**src/rtl/reg_file_sb.sv**
```systemverilog
// Register file with byte write enables and a per-register busy scoreboard.
// Define REGFILE_BYPASS_EN to forward same-cycle write-back data to the read ports.
module reg_file_sb #(
    parameter int DATA_W   = 32,
    parameter int ADDR_W   = 5,
    parameter int ZERO_REG = 1
) (
    input  logic                CLK,
    input  logic                Reset,
    input  logic [ADDR_W-1:0]   ReadReg1,
    input  logic [ADDR_W-1:0]   ReadReg2,
    output logic [DATA_W-1:0]   ReadData1,
    output logic [DATA_W-1:0]   ReadData2,
    output logic                Busy1,
    output logic                Busy2,
    input  logic                RegWre,
    input  logic [ADDR_W-1:0]   WriteReg,
    input  logic [DATA_W-1:0]   WriteData,
    input  logic [DATA_W/8-1:0] ByteEn,
    input  logic                IssueWre,
    input  logic [ADDR_W-1:0]   IssueReg,
    output logic [ADDR_W:0]     PendCnt
);

    localparam int NB    = DATA_W / 8;
    localparam int DEPTH = 1 << ADDR_W;

    logic [DATA_W-1:0] mem_q [DEPTH];
    logic [DEPTH-1:0]  busy_q;
    logic [DEPTH-1:0]  busy_d;
    logic [ADDR_W:0]   cnt_q;
    logic [ADDR_W:0]   cnt_d;
    logic [DATA_W-1:0] wdata_d;

    logic wr_zero;
    logic iss_zero;
    logic wr_ok;
    logic iss_ok;
    logic cnt_inc;
    logic cnt_dec;

    function automatic logic [DATA_W-1:0] merge_bytes(
        input logic [DATA_W-1:0] old_v,
        input logic [DATA_W-1:0] new_v,
        input logic [NB-1:0]     be
    );
        logic [DATA_W-1:0] r;
        r = old_v;
        for (int i = 0; i < NB; i++) begin
            if (be[i]) begin
                r[8*i +: 8] = new_v[8*i +: 8];
            end
        end
        return r;
    endfunction

    assign wr_zero  = (ZERO_REG != 0) && (WriteReg == '0);
    assign iss_zero = (ZERO_REG != 0) && (IssueReg == '0);
    assign wr_ok    = RegWre && !Reset && !wr_zero;
    assign iss_ok   = IssueWre && !Reset && !iss_zero;

    assign wdata_d = merge_bytes(mem_q[WriteReg], WriteData, ByteEn);

    // Count only real busy transitions; a same-register issue+write-back
    // keeps the bit set, so it never decrements.
    assign cnt_inc = iss_ok && !busy_q[IssueReg];
    assign cnt_dec = wr_ok && busy_q[WriteReg]
                     && !(iss_ok && (IssueReg == WriteReg));

    always_comb begin
        busy_d = busy_q;
        if (wr_ok) begin
            busy_d[WriteReg] = 1'b0;
        end
        if (iss_ok) begin
            busy_d[IssueReg] = 1'b1;
        end
    end

    assign cnt_d = cnt_q + {{ADDR_W{1'b0}}, cnt_inc}
                         - {{ADDR_W{1'b0}}, cnt_dec};

    always_ff @(posedge CLK or posedge Reset) begin
        if (Reset) begin
            for (int i = 0; i < DEPTH; i++) begin
                mem_q[i] <= '0;
            end
            busy_q <= '0;
            cnt_q  <= '0;
        end else begin
            if (wr_ok) begin
                mem_q[WriteReg] <= wdata_d;
            end
            busy_q <= busy_d;
            cnt_q  <= cnt_d;
        end
    end

    logic [ADDR_W-1:0] ra   [2];
    logic [DATA_W-1:0] rdat [2];
    logic              rbsy [2];

    assign ra[0] = ReadReg1;
    assign ra[1] = ReadReg2;

    always_comb begin
        for (int p = 0; p < 2; p++) begin
            rdat[p] = mem_q[ra[p]];
            rbsy[p] = busy_q[ra[p]];
            if ((ZERO_REG != 0) && (ra[p] == '0)) begin
                rdat[p] = '0;
                rbsy[p] = 1'b0;
            end
`ifdef REGFILE_BYPASS_EN
            if (wr_ok && (WriteReg == ra[p])) begin
                rdat[p] = wdata_d;
                if (!(iss_ok && (IssueReg == ra[p]))) begin
                    rbsy[p] = 1'b0;
                end
            end
`endif
        end
    end

    assign ReadData1 = rdat[0];
    assign ReadData2 = rdat[1];
    assign Busy1     = rbsy[0];
    assign Busy2     = rbsy[1];
    assign PendCnt   = cnt_q;

endmodule

```
**config.mk**
```make
export PLATFORM = sky130hd
export DESIGN_NAME = reg_file_sb
export DESIGN_NICKNAME = d
export VERILOG_FILES = /design/src/rtl/reg_file_sb.sv
export SDC_FILE = /design/constraint.sdc
export NUM_CORES = 2
export LEC_CHECK = 0
export CORE_MARGIN = 3
export CORE_UTILIZATION = 60
export DETAILED_ROUTE_END_ITERATION = 16
export GPL_ROUTABILITY_DRIVEN = 1
export PLACE_DENSITY = 0.77
export SETUP_SLACK_MARGIN = 0.4
export SLEW_MARGIN = 5
export SYNTH_ARGS = -nofsm -noshare
export SYNTH_HDL_FRONTEND = slang
export SYNTH_SLANG_ARGS = --single-unit
```
**constraint.sdc**
```tcl
create_clock -name CLK -period 109.3 [get_ports CLK]
set_clock_uncertainty 0.05 [all_clocks]
set_input_delay 32.79 -clock CLK [delete_from_list [all_inputs] [get_ports CLK]]
set_output_delay 32.79 -clock CLK [all_outputs]
set_load 0.03 [all_outputs]
```
After elaboration in Yosys (flattened, before gate mapping). Index checks and enable logic that the tools add are counted. Widths: inputs -> output; s select.

Equality and inequality tests: 1. Add/subtract/negate cells: 2. $lt $le $gt $ge: 10. Muxes and demuxes: 34. Reductions and logical operators: 20. Bitwise gates (word level): 6.

Operator list (count): $bwmux 1024 (1); $bmux 32 s5 (3); $mux 32 (11); $demux 32 s5 (1); $and 32x32->32 (1); $mux 8 (4); $not 32->32 (1); $or 32x32->32 (1); $lt 5x6->1 const B (4); $bmux 1 s5 (4); $logic_not 5->1 (4); $ge 6x6->1 const B (3); $not 5->6 (3); $logic_and 1x1->1 (11); $demux 1 s5 (2); $ge 5x1->1 const B (2); $mux 1 (8); $add 6x1->6 (1); $lt 6x1->1 const B (1); $sub 6x1->6 (1); $eq 5x5->1 (1); $logic_not 1->1 (5).

Logic and storage cells: 107. Register bits: 1062.

Longest topological paths before layout.
Word-level depth: 9. Depth in mapped cells: 19. Depth with buffers taken out: 13.

Least setup slack after synthesis. OpenSTA, ideal clock, no wires.

Path type: input to output. Start point: input port ReadReg2[0]. End point: output port ReadData2[0]. Path slack: 41.341 ns. Cell stages on the path: 7. Arrival: 35.119 ns. Data required time: 76.460 ns. Buffers on the path: 3. Cells stage by stage: clkbuf_1 clkbuf_1 buf_1 mux4_2 mux4_2 nand2_1 o21ai_0.

Cells in the longest elaborated chain, start to end: 5. Elaborated cells between the ends (all ways): 6. Those cells by class: 4 x mux; 1 x bitwise; 1 x reduce/logical.

RTL lines: start: declaration (line 11) `input logic [ADDR_W-1:0] ReadReg2,`; $not 5->6 (not written as such) (line 108) `rdat[p] = mem_q[ra[p]];`; $bmux 32 s5 (line 108); $mux 32 (not written as such) (2 in a row) (line 108); $mux 32 * (line 110) `if ((ZERO_REG != 0) && (ra[p] == '0)) begin`; end: declaration (line 13) `output logic [DATA_W-1:0] ReadData2,`.

Every way passes the cells marked *; elsewhere a longest branch is shown, timed or not. The select of a mux whose other input is x is not followed.

Final worst setup path.
Start point: input port ReadReg1[0]. End point: output port ReadData1[29].

Cells in the longest elaborated chain, start to end: 5. Elaborated cells between the ends (all ways): 6. Those cells by class: 4 x mux; 1 x bitwise; 1 x reduce/logical.

RTL lines: start: declaration (line 10) `input logic [ADDR_W-1:0] ReadReg1,`; $not 5->6 (not written as such) (line 108); $bmux 32 s5 (line 108); $mux 32 (not written as such) (2 in a row) (line 108); $mux 32 * (line 110); end: declaration (line 12) `output logic [DATA_W-1:0] ReadData1,`.

Marked as above.

==> impl_metrics.json <==
{
  "cts_tree": "yes",
  "htreeDepth": 3,
  "setup-tns-final_ns": 0,
  "utilization_pct": 66.32,
  "postRouteAntennaNets": 0,
  "holdBufCountCts": 0,
  "final_common_cell": "dfrtp_1",
  "io_pins": 132,
  "maxCapViolations": 1,
  "setup_viol": 0,
  "p_seq_share_pct": 42.6,
  "hold_viol": 0,
  "layout.nets": 4883,
  "cts_root_buf": "clkbuf_16",
  "cts_setup_buffers": 0,
  "yosys.area_share.simple_pct": 5.576,
  "globalRouteTotalUtil_pct": 39.74,
  "first_pass_iters": 6,
  "synth_cell_types": 70,
  "grt_pass1_wl_um": 324500,
  "ys_ff_latch": 1062,
  "cts_resized": 0,
  "port-buffer-count": 131,
  "dp_hpwl_um": 121400,
  "numPlacedInstances": 6091,
  "syn-cell-area_mm2": 0.06454,
  "fp.dieW_um": 334.0,
  "clock_power_share_pct": 36.6,
  "power.leakage_uw": 0.03024,
  "avgSynthCellArea_um2": 12.79,
  "synth_edf_count": 0,
  "p_comb_share_pct": 20.8,
  "synth_cells": 5047,
  "area_growth_pct": 8.944,
  "power_density_mw_per_mm2": 16.27,
  "die-area_mm2": 0.1115,
  "rows": 119,
  "synthAdderAreaFrac_pct": 0.1473,
  "maxSlewViolCount": 0,
  "yosysWarningCount": 0,
  "hold_class": "reg -> reg",
  "p_int_uw": 807.9,
  "finalCritPeriodShare_pct": 64.48,
  "async_flop_share_pct": 100.0,
  "fin_crit_ns": 70.48,
  "cp.arrival_ns": 37.64,
  "grt_max_degree": 180,
  "irDropWorstVdd_mv": 0.01626,
  "clkSlewWorstSetupHoldPaths_ns": 0.06,
  "yosys-mux-area-fraction_pct": 40.25,
  "cp_max_fo": 53,
  "netSwitchingFraction_pct": 29.38,
  "first_iter_violations": 6546,
  "synth_nets": 5114,
  "outcome": "finished with violations",
  "p_switching_uw": 336.2,
  "antenna_found_initial": 4,
  "cp.required_ns": 76.46,
  "maxSlewHeadroom_pct": 1.005,
  "overflow": 0,
  "initial_utilization_pct": 60.88,
  "r2r_slack_ns": 105.43,
  "wirelength_um": 220600,
  "vias_per_cell": 7.673,
  "synth_compound_area_share_pct": 8.085,
  "yosysSeqAreaShare_pct": 41.18,
  "violations": "capacitance limit",
  "drc_errors": 0,
  "die_y_um": 334.0,
  "synth_top_family_by_area": "multiplexers",
  "synth_xor_area_share_pct": 0.1357,
  "instances_no_fill": 6307,
  "place.gp.congestion": 0.8833,
  "mostFrequentLayoutCells": "1062 x dfrtp_1, 767 x mux4_2, 637 x nand2_1",
  "clock-sinks": 1062,
  "rsz0062_at_grt": "false",
  "clk_path_buf_depth": 3,
  "ys.flop_type": "dfrtp_1",
  "vias": 48390,
  "crit_path_end_kind": "primary output",
  "worst-setup-path-type": "in -> out",
  "tightest_slew_ns": 1.469,
  "critPathLaunchType": "input pin",
  "layout-drive-gt1-share_pct": 33.92,
  "post_drt_wl_per_cell_um": 34.98,
  "design_power_total_uw": 1144,
  "insertion_delay_ns": 0.73,
  "grt_pass1_vias": 47980,
  "core_area_mm2": 0.1060,
  "cts_buffers": 113,
  "fmax_mhz": 14.19
}
==> critical path, cell delays in order <==
cell             delay (ns)
buf_8                  0.49
buf_4                  0.79
buf_4                  0.83
mux4_2                 0.38
mux4_2                 0.24
inv_1                  0.06
o21ai_0                1.11
clkdlybuf4s50_1        0.88
==> path summary, 6_finish.rpt <==
kind / from / endpoint / cells past startpoint
max: ReadReg1[0] / ReadData1[29] / 8
min: mem_q[1018]$_DFFE_PP0P_ / mem_q[1018]$_DFFE_PP0P_ / 0
max reg2reg: busy_q[28]$_DFF_PP0_ / PendCnt[5]$_DFF_PP0_ / 13
min reg2reg: mem_q[1018]$_DFFE_PP0P_ / mem_q[1018]$_DFFE_PP0P_ / 0
max in group asynchronous: Reset / mem_q[640]$_DFFE_PP0P_ / 5
min in group asynchronous: Reset / mem_q[537]$_DFFE_PP0P_ / 2
==> routing by layer <==
metal  up-vias  track usage (%)  wire (um)
li1      18840                -          -
met1     24570            52.39      75840
met2      3905            56.09      93110
met3      1065            14.96      33900
met4        11            24.89      17620
met5         -                0        128
==> flip-flops by register name, indices dropped and copies added (netlist names) <==
signal	cells
busy_q	32
mem_q	1024
PendCnt	6
==> area by class of cell <==
cell class / count / area (um2)
Clock buffer: 155 / 3238
Tap cell: 1391 / 1740
Inverter: 81 / 311.5
Fill cell: 7407 / 35700
Multi-Input combinational cell: 3322 / 35490
Antenna cell: 7 / 17.52
Timing Repair Buffer: 236 / 2176
Sequential cell: 1062 / 26580
Clock inverter: 53 / 755.7
==> power by group through the flow <==
stage | clock (uW) | sequential, uW | combinational (uW)
finish | 418 | 487 | 238
global route | 435 | 493 | 252
CTS | 419 | 485 | 234
detailed placement | 0 | 491 | 233
global placement | 0 | 487 | 227
floorplan | 0 | 479 | 172
==> synthesized netlist by cell type (12+ instances only) <==
| cell | number | area [um2] |
|---|---|---|
| inv_1 | 81 | 304.0 |
| buf_4 | 33 | 247.7 |
| buf_1 | 63 | 236.5 |
| nor2b_1 | 20 | 125.1 |
| nor4_1 | 15 | 93.84 |
| mux4_2 | 767 | 17270 |
| a2111oi_0 | 12 | 105.1 |
| mux2_2 | 512 | 5766 |
| nand2b_1 | 15 | 93.84 |
| o21ai_0 | 568 | 2843 |
| buf_6 | 34 | 382.9 |
| a22oi_1 | 31 | 232.7 |
| o31ai_1 | 46 | 345.3 |
| a211oi_1 | 18 | 135.1 |
| nor2_1 | 53 | 198.9 |
| buf_2 | 93 | 465.5 |
| nand2_1 | 665 | 2496 |
| dfrtp_1 | 1062 | 26580 |
| o22ai_1 | 88 | 550.5 |
| mux2i_1 | 289 | 2893 |
| a22o_1 | 36 | 315.3 |
| clkbuf_1 | 359 | 1348 |
==> cells by family (layout without fill, tap and decap cells) <==
| kind of cell | after synthesis | in the layout |
|---|---|---|
| xor+xnor | 10 | 10 |
| mux | 1572 | 1572 |
| other cells | 0 | 7 |
| compound gates | 883 | 883 |
| buf+inv | 663 | 525 |
| flops | 1062 | 1062 |
| fa+ha+maj | 7 | 7 |
| simple gates | 850 | 850 |
==> per-stage QoR <==
stage	worst slack [ns]	cell area [um2]	hold WS (ns)
CTS	38.99	70250	0.3669
global route	38.73	70290	0.3760
global placement	39.02	66260	0.3424
finish	38.82	70310	0.3697
floorplan	41.34	64540	0.4080
detailed placement	39.01	66260	0.3531
Note: power is estimated with default switching activity, not from simulation.
